### src/rtl/tl_pkg.sv
// Shared light codes, state encodings and sizing helpers for the timed traffic-light controller.
package tl_pkg;

    localparam logic [1:0] GREEN  = 2'b00;
    localparam logic [1:0] YELLOW = 2'b01;
    localparam logic [1:0] RED    = 2'b10;
    localparam logic [1:0] LEFT   = 2'b11;

    localparam logic [3:0] ST_AG  = 4'd0;
    localparam logic [3:0] ST_AY  = 4'd1;
    localparam logic [3:0] ST_AL  = 4'd2;
    localparam logic [3:0] ST_ALY = 4'd3;
    localparam logic [3:0] ST_BG  = 4'd4;
    localparam logic [3:0] ST_BY  = 4'd5;
    localparam logic [3:0] ST_BL  = 4'd6;
    localparam logic [3:0] ST_BLY = 4'd7;
    localparam logic [3:0] ST_PED = 4'd8;

    function automatic int max4(input int a, input int b, input int c, input int d);
        int m;
        m = a;
        if (b > m) m = b;
        if (c > m) m = c;
        if (d > m) m = d;
        return m;
    endfunction

    // Bits needed to hold max_val-1, never less than one.
    function automatic int width_for(input int max_val);
        int w;
        w = 1;
        for (int i = 1; i < 31; i++) begin
            if ((1 << i) < max_val) w = i + 1;
        end
        return w;
    endfunction

endpackage

### src/rtl/tl_phase_timer.sv
// Purpose: per-phase cycle counter with synchronous clear, saturating at all-ones.
// Latency: count visible one cycle after the edge it was updated on.
// Backpressure: none; en simply freezes the count.
module tl_phase_timer #(
    parameter int W = 4
) (
    input  logic         clk,
    input  logic         rst_n,
    input  logic         clr,
    input  logic         en,
    output logic [W-1:0] cnt
);

    always_ff @(posedge clk or negedge rst_n) begin
        if (!rst_n) begin
            cnt <= '0;
        end else if (clr) begin
            cnt <= '0;
        end else if (en && (cnt != '1)) begin
            cnt <= cnt + W'(1);
        end
    end

endmodule

### src/rtl/tl_cntr_timed.sv
// Purpose: timed two-road traffic-light Moore FSM with optional left arrows; TL_PED_EN adds a walk phase.
// Latency: lights decode straight from the state register, changing on the edge the state changes.
// Backpressure: none; sensors are sampled only on the cycle a phase decision is made.
module tl_cntr_timed
    import tl_pkg::*;
#(
    parameter int MIN_GREEN     = 4,
    parameter int MAX_GREEN     = 10,
    parameter int YELLOW_CYCLES = 2,
    parameter int LEFT_CYCLES   = 3,
    parameter int PED_CYCLES    = 5
) (
    input  logic       clk,
    input  logic       reset_n,
    input  logic       Ta,
    input  logic       Tb,
    input  logic       Tal,
    input  logic       Tbl,
    input  logic       ped_req,
    output logic [1:0] La,
    output logic [1:0] Lb,
    output logic       walk,
    output logic [3:0] state
);

    localparam int TW = width_for(max4(MAX_GREEN, PED_CYCLES, LEFT_CYCLES, YELLOW_CYCLES));

    localparam logic [TW-1:0] MIN_END  = TW'(MIN_GREEN - 1);
    localparam logic [TW-1:0] MAX_END  = TW'(MAX_GREEN - 1);
    localparam logic [TW-1:0] YEL_END  = TW'(YELLOW_CYCLES - 1);
    localparam logic [TW-1:0] LEFT_END = TW'(LEFT_CYCLES - 1);
    localparam logic [TW-1:0] PED_END  = TW'(PED_CYCLES - 1);

    logic [3:0]    state_q;
    logic [3:0]    state_nxt;
    logic [TW-1:0] cnt;
    logic          ped_lat;
    logic [3:0]    wrap_tgt;

    tl_phase_timer #(.W(TW)) u_timer (
        .clk   (clk),
        .rst_n (reset_n),
        .clr   (state_nxt != state_q),
        .en    (1'b1),
        .cnt   (cnt)
    );

`ifdef TL_PED_EN
    // Entry into PED wins over a same-cycle request, so a press during the handoff is dropped.
    always_ff @(posedge clk or negedge reset_n) begin
        if (!reset_n) begin
            ped_lat <= 1'b0;
        end else if ((state_nxt == ST_PED) && (state_q != ST_PED)) begin
            ped_lat <= 1'b0;
        end else if (ped_req && (state_q != ST_PED)) begin
            ped_lat <= 1'b1;
        end
    end
`else
    logic ped_unused;
    assign ped_unused = ped_req;
    assign ped_lat    = 1'b0;
`endif

    assign wrap_tgt = ped_lat ? ST_PED : ST_AG;

    always_ff @(posedge clk or negedge reset_n) begin
        if (!reset_n) begin
            state_q <= ST_AG;
        end else begin
            state_q <= state_nxt;
        end
    end

    always_comb begin
        state_nxt = state_q;
        case (state_q)
            ST_AG:  if (((cnt >= MIN_END) && !Ta) || (cnt == MAX_END)) state_nxt = ST_AY;
            ST_AY:  if (cnt == YEL_END) state_nxt = Tal ? ST_AL : ST_BG;
            ST_AL:  if (cnt == LEFT_END) state_nxt = ST_ALY;
            ST_ALY: if (cnt == YEL_END) state_nxt = ST_BG;
            ST_BG:  if (((cnt >= MIN_END) && !Tb) || (cnt == MAX_END)) state_nxt = ST_BY;
            ST_BY:  if (cnt == YEL_END) state_nxt = Tbl ? ST_BL : wrap_tgt;
            ST_BL:  if (cnt == LEFT_END) state_nxt = ST_BLY;
            ST_BLY: if (cnt == YEL_END) state_nxt = wrap_tgt;
            ST_PED: if (cnt == PED_END) state_nxt = ST_AG;
            default: state_nxt = ST_AG;
        endcase
    end

    always_comb begin
        La   = RED;
        Lb   = RED;
        walk = 1'b0;
        case (state_q)
            ST_AG:  La = GREEN;
            ST_AY:  La = YELLOW;
            ST_AL:  La = LEFT;
            ST_ALY: La = YELLOW;
            ST_BG:  Lb = GREEN;
            ST_BY:  Lb = YELLOW;
            ST_BL:  Lb = LEFT;
            ST_BLY: Lb = YELLOW;
`ifdef TL_PED_EN
            ST_PED: walk = 1'b1;
`endif
            default: begin
                La = RED;
                Lb = RED;
            end
        endcase
    end

    assign state = state_q;

endmodule
### config.mk
export PLATFORM = sky130hd
export DESIGN_NAME = tl_cntr_timed
export DESIGN_NICKNAME = d
export VERILOG_FILES = /design/src/rtl/tl_pkg.sv /design/src/rtl/tl_phase_timer.sv /design/src/rtl/tl_cntr_timed.sv
export SDC_FILE = /design/constraint.sdc
export NUM_CORES = 1
export LEC_CHECK = 0
export ABC_AREA = 1
export CAP_MARGIN = 40
export CORE_MARGIN = 4
export CORE_UTILIZATION = 39
export DETAILED_ROUTE_END_ITERATION = 12
export GPL_ROUTABILITY_DRIVEN = 0
export PLACE_DENSITY_LB_ADDON = 0.08
export SLEW_MARGIN = 10
export SYNTH_ARGS = -nofsm -noshare
export SYNTH_HDL_FRONTEND = slang
export SYNTH_HIERARCHICAL = 1
export SYNTH_SLANG_ARGS = --single-unit
### constraint.sdc
create_clock -name clk -period 2.2 [get_ports clk]
set_clock_uncertainty 0.2 [all_clocks]
set_input_delay 0.33 -clock clk [delete_from_list [all_inputs] [get_ports clk]]
set_output_delay 0.33 -clock clk [all_outputs]
set_load 0.01 [all_outputs]
==> flow_summary.ini, run 1 <==
[job]
cap_viol_max_count = 0

[clock_network]
postCtsHoldBufs = 0
cts_tree = yes
ctsResizeCount = 0
path_clk_slew_ns = 0.06
clock_path_buffers = 2
postCtsSetupRepairBufs = 0
insertion_delay_ns = 0.26
htree_levels = 1
cts.sinks = 8
cts_buffers = 3
root_buffer = clkbuf_4

[floorplanning]
fp.dieH_um = 50.2
die_w_um = 50.2
fp.dieArea_sq_um = 2520
start_util = 0.436
io_pins = 16
rows = 14
coreArea_sq_um = 1590

[sta]
setup_viol = 0
fin_crit_ns = 2.10
maxSlewViolCount = 0
setup_tns_ns = 0
fmax_mhz = 476
fin_crit_sh = 0.954
hold_violations = 0
whs_ns = 0.152
grt_setup_unrepaired = false

[layout]
antenna_cells = 0
area_delta_synth_final_pct = 27.3
instances_no_fill = 149
drive_above_1_share = 0.240
final_nets = 135
final_common_cell = nand2_1
fill_cells = 159
final_cell_mix = 28 x nand2_1, 15 x nor2_1, 13 x clkdlybuf4s50_1

[global_route]
track_usage = 0.136
globalRouteMet1Util = 0.174
overflow = 0
top_usage_layer = met2
grt_pass1_vias = 618
antenna_found_initial = 0
use_met3 = 0.0237
grt_max_degree = 9
grtUsageMet2 = 0.215
grt_pass1_wl_um = 2660

[critical_path]
critPathLaunch = state[3]$_DFF_PN0_
crit_type = reg2out
r2r_start = u_timer/cnt[1]$_DFFE_PN0P_
crit_path_top_delay_cell = clkdlybuf4s50_1
r2r_slack_ns = 0.23
ff2ff_path_depth = 15
cp-end-kind = output pin
worstPathMaxFanout = 6
critPathRequiredTime_ns = 1.67
cp_data_arrival_time_ns = 1.57
cp_cell_sequence = inv_2 > nand2_1 > nor2_1 > clkdlybuf4s50_1
cp_num_buf_inv = 2
r2r-end = u_timer/cnt[1]$_DFFE_PN0P_
cp_top_family = buffers and inverters
cpPeakStageDelay_ns = 0.54
startpoint_type = register
crit_end = Lb[0]
crit_cells = 4

[power_and_ir_drop]
power_density_nw_per_um2 = 1330
p_leak_nw = 0.464
finalPower_mw = 1.18
vdd_ir_drop_max_uv = 635

[route]
drtIter0Drc = 15
vias = 707
final_antenna_net_count = 0
drc = 0
routed_wl_um = 1540
wl_per_cell_um = 10.3
detail_route.vias_per_cell = 4.74
dr.pass1.iters = 4

[synth]
yosys_warnings = 6
syn-num-nets = 116
syn_area_sq_um = 696
synthCells = 108
yosysUniqueCellTypes = 23
postSynthAreaPerCell_sq_um = 6.44
ys_ff_latch = 8
synth_seq_area_share = 0.288

[placement]
dp.cells = 146
port_buffers = 13
dp_hpwl_um = 1250

[hold_path]
hp-class = in2async

[run_status]
status = complete, no violations
[power breakdown]
part           switching [mW]  total [mW]  internal, mW
Combinational           0.448       0.783         0.335
Sequential             0.0829       0.281         0.198
Clock                  0.0505       0.113        0.0625
[worst min path at each step]
stage	start	to
finish	reset_n	u_timer/cnt[1]$_DFFE_PN0P_
global placement	state[3]$_DFF_PN0_	state[3]$_DFF_PN0_
floorplan	reset_n	state[0]$_DFF_PN0_
global route	reset_n	u_timer/cnt[1]$_DFFE_PN0P_
detailed placement	state[3]$_DFF_PN0_	state[3]$_DFF_PN0_
CTS	reset_n	u_timer/cnt[1]$_DFFE_PN0P_
[layout make-up]
| class | count | area (sq um) | area share |
|---|---|---|---|
| clock buffer | 3 | 22.5 | 0.0254 |
| sequential | 8 | 200 | 0.226 |
| tap | 24 | 30.0 | 0.0339 |
| inverter | 17 | 66.3 | 0.0749 |
| timing repair buffer | 15 | 145 | 0.164 |
| multi-input combinational | 82 | 422 | 0.476 |
[through the flow]
stage          setup slack (ns)  utilization  cell area, sq um
2_1_floorplan             0.451            -               696
6_report                  0.101        0.556               886
3_5_place_dp              0.161        0.542               863
4_1_cts                  0.0888        0.556               886
5_1_grt                  0.0251        0.556               886
3_3_place_gp              0.184        0.542               863
[synth_stat cells]
master | n | area (sq um)
nor2_1 | 15 | 56.3
nand4_1 | 3 | 18.8
inv_4 | 1 | 6.26
inv_2 | 7 | 26.3
buf_4 | 1 | 7.51
nand3b_1 | 1 | 7.51
o21ai_1 | 2 | 10.0
o21ai_0 | 1 | 5.00
a31oi_2 | 1 | 12.5
nor2_4 | 1 | 11.3
nor2_2 | 4 | 25.0
o2bb2ai_1 | 1 | 8.76
conb_1 | 2 | 7.51
xor2_1 | 1 | 8.76
a21oi_1 | 2 | 10.0
inv_1 | 9 | 33.8
nand2_2 | 8 | 50.1
dfrtp_1 | 8 | 200
ha_1 | 1 | 12.5
nand2_1 | 28 | 105
nand4_2 | 1 | 12.5
nand3_2 | 2 | 20.0
nand3_1 | 8 | 40.0
[metal layers]
metal,wire length (um),share of wire
met5,0,0
met3,100,0.065
met2,686,0.45
met1,738,0.48
met4,12,0.0078
[worst register-to-register path: cells and delay by family (launching register included)]
family        cells  cell delay (ns)
buf+inv           3             0.30
flops             1             0.48
simple gates     12             0.93
[state kept, by name, indices dropped and copies added (netlist names)]
signal and count:
state 4, u_timer/cnt 4
[cell families after synthesis]
kind of cell / after synthesis / share of synthesized area
AND/OR/NAND/NOR: 71 / 0.498
buffers and inverters: 18 / 0.106
flip-flops: 8 / 0.288
AO/OA/AOI/OAI: 7 / 0.0665
other: 2 / 0.0108
XOR/XNOR: 1 / 0.0126
adder cells (fa/ha/maj): 1 / 0.0180
Power figures use the tool's default switching activity.
==> inputs of run 2 (changes only) <==
--- a/config.mk
+++ b/config.mk
@@ -6,7 +6,6 @@
 export NUM_CORES = 1
 export LEC_CHECK = 0
 export ABC_AREA = 1
-export CAP_MARGIN = 40
 export CORE_MARGIN = 4
 export CORE_UTILIZATION = 39
 export DETAILED_ROUTE_END_ITERATION = 12
@@ -15,5 +14,4 @@
 export SLEW_MARGIN = 10
 export SYNTH_ARGS = -nofsm -noshare
 export SYNTH_HDL_FRONTEND = slang
-export SYNTH_HIERARCHICAL = 1
 export SYNTH_SLANG_ARGS = --single-unit
==> constraint.sdc (replaced) <==
create_clock -name clk -period 2 [get_ports clk]
set_clock_uncertainty 0.2 [all_clocks]
set_input_delay 0.3 -clock clk [delete_from_list [all_inputs] [get_ports clk]]
set_output_delay 0.3 -clock clk [all_outputs]
set_load 0.01 [all_outputs]
==> run 2 against run 1 <==
  * Clock power up 6%
  * First-iteration DRC count up 13%
  * Synthesized cell count down 9.3%
  * Sequential cell count unchanged
  * Core utilization up 0.67 points
  * Clock-buffer cell count unchanged
  * Setup slack better by 0.014 ns
  * Combinational power down 3.8%
  * Sequential power up 2%
  * Largest cell class unchanged
==> flow_summary.ini, run 2 <==
[synth]
synth_largest_area_cell = dfrtp_1
synth-main-ff-cell = dfrtp_1
yosys_warnings = 0
synth_commonest_cells = 23 x nand2_1, 16 x nor2_1, 15 x inv_1
synth_compound_area_frac = 0.0787
yosysUniqueCellTypes = 18
synth_edf_count = 0
synth_top_family_by_area = simple AND/OR/NAND/NOR gates
synth.area.top_cells = dfrtp_1 31%, nand2_1 14%, nor2_1 9.4%
syn-num-nets = 109
postSynthAreaPerCell_sq_um = 6.49
synthCells = 98
synth_simple_gate_area_frac = 0.402
yosysTopAreaCellShare = 0.315
synthMostInstantiatedCell = nand2_1
synth_seq_area_share = 0.315
synth_fa_ha_area_frac = 0.0787
syn_area_sq_um = 636
ys_ff_latch = 8
synthArstFlopShare = 1.00
synth_xor_area_frac = 0.0138
synthMuxAreaShare = 0

[layout]
final_area_sq_um = 857
antenna_cells = 0
final_nets = 132
area_delta_synth_final_pct = 34.8
drive_above_1_share = 0.160
final_cell_mix = 23 x nand2_1, 14 x inv_1, 13 x nor2_1
final_common_cell = nand2_1

[global_route]
top_usage_layer = met2
use_met3 = 0.0215
antenna_found_initial = 0
grt_pass1_vias = 590
grtUsageMet2 = 0.189
grt_max_degree = 9
globalRouteMet1Util = 0.179
grt_pass1_wl_um = 2480
overflow = 0
track_usage = 0.126

[floorplanning]
die_w_um = 48.4
io_pins = 16
start_util = 0.417
rows = 14
fp.dieArea_sq_um = 2340
fp.dieH_um = 48.4
coreArea_sq_um = 1520

[critical_path]
crit_type = reg2out
cp_data_arrival_time_ns = 1.38
critPathRequiredTime_ns = 1.50
critPathLaunch = state[1]$_DFF_PN0_
worstPathMaxFanout = 3
cp-end-kind = output pin
startpoint_type = register
r2r_start = u_timer.cnt[1]$_DFFE_PN0P_

[route]
drc = 0
detail_route.vias_per_cell = 4.81
drtIter0Drc = 17
wl_per_cell_um = 10.3
dr.pass1.iters = 4
vias = 649
routed_wl_um = 1390
final_antenna_net_count = 0

[power_and_ir_drop]
vdd_ir_drop_max_uv = 630
p_leak_nw = 0.456
power_density_nw_per_um2 = 1350

[clock_network]
insertion_delay_ns = 0.25
root_buffer = clkbuf_4
clock_path_buffers = 2
cts_tree = yes
cts.sinks = 8
cts_buffers = 3
path_clk_slew_ns = 0.05
htree_levels = 1

[sta]
fin_crit_ns = 1.88
grt_setup_unrepaired = false
maxSlewViolCount = 0
hold_violations = 0
setup_tns_ns = 0
setup_viol = 0
fin_crit_sh = 0.942
fmax_mhz = 531

[placement]
dpl_cell_area_sq_um = 808
port_buffers = 13
dp_hpwl_um = 1140

[job]
cap_viol_max_count = 0

[run_status]
status = complete, no violations

[hold_path]
hp-class = in2async
[run 2: cell types whose count changed in the layout (fill, tap and decap cells not counted), moves of 2 or more]
cell             previous run  this run
ha_1                        1         4
dlymetal6s2s_1              0         2
inv_1                       9        14
nor2_1                     15        13
nand2_2                     8         1
inv_2                       7         2
buf_4                       2         6
dlygate4sd2_1               0         2
o21ai_0                     1         7
o21ai_1                     2         0
nand2_1                    28        23
nand4_1                     3         1
clkdlybuf4s50_1            13         9
nor3_1                      0         4
[run 2: power breakdown]
part	internal, mW	switching, mW
registers	0.220	0.0675
logic	0.344	0.409
clock network	0.0685	0.0519
[run 2: cell type report]
type | count | area (sq um)
inverter | 16 | 60.1
tap | 16 | 20.0
sequential | 8 | 201
timing repair buffer | 19 | 178
fill | 151 | 667
multi-input combinational | 73 | 375
clock buffer | 3 | 22.5
[run 2: what timing repair did]
item / CTS / global route
endpoints found under the setup margin: 4 / 2
setup buffers: 1 / 1
gates cloned: 0 / 0
gates resized for setup: 6 / 3
pin swaps: 0 / 0
hold buffers: 0 / 0
[run 2: stage by stage]
stage / utilization / std cells / hold slack [ns] / power, mW / setup slack, ns
6_report: 0.562 / 135 / 0.123 / 1.16 / 0.116
5_1_grt: 0.562 / 135 / 0.138 / 1.28 / 0.0393
3_5_place_dp: 0.530 / 130 / 0.399 / 1.03 / 0.188
4_1_cts: 0.553 / 134 / 0.126 / 1.16 / 0.00886
2_1_floorplan: - / 98 / -0.196 / 0.712 / 0.457
3_3_place_gp: 0.530 / 130 / 0.399 / 1.02 / 0.195
[run 2: final timing paths]
check                                                  end  slack [ns]  cells after the start
min in group clk                        state[3]$_DFF_PN0_        0.41                      3
worst max register to register  u_timer.cnt[0]$_DFFE_PN0P_        0.24                      9
worst max-delay path                              state[1]        0.12                      3
worst min register to register          state[3]$_DFF_PN0_        0.41                      3
worst min-delay path                    state[1]$_DFF_PN0_        0.12                      1
max in group asynchronous               state[2]$_DFF_PN0_        1.20                      1
[run 2: cell families (layout without fill, tap and decap cells)]
kind of cell / after synthesis / in the layout
other: 1 / 1
AND/OR/NAND/NOR: 57 / 57
buffers and inverters: 17 / 38
XOR/XNOR: 1 / 1
flip-flops: 8 / 8
AO/OA/AOI/OAI: 10 / 10
adder cells (fa/ha/maj): 4 / 4
[run 2: critical path, cell delays in order, from the launching register on]
cell and delay (ns):
dfrtp_1 0.40, buf_4 0.15, buf_4 0.12, clkdlybuf4s50_1 0.46
[run 2: layer usage]
metal,vias to the layer above,routed length [um]
met5,-,0
met4,0,0
met3,0,65
met2,16,625
met1,283,703
li1,350,-
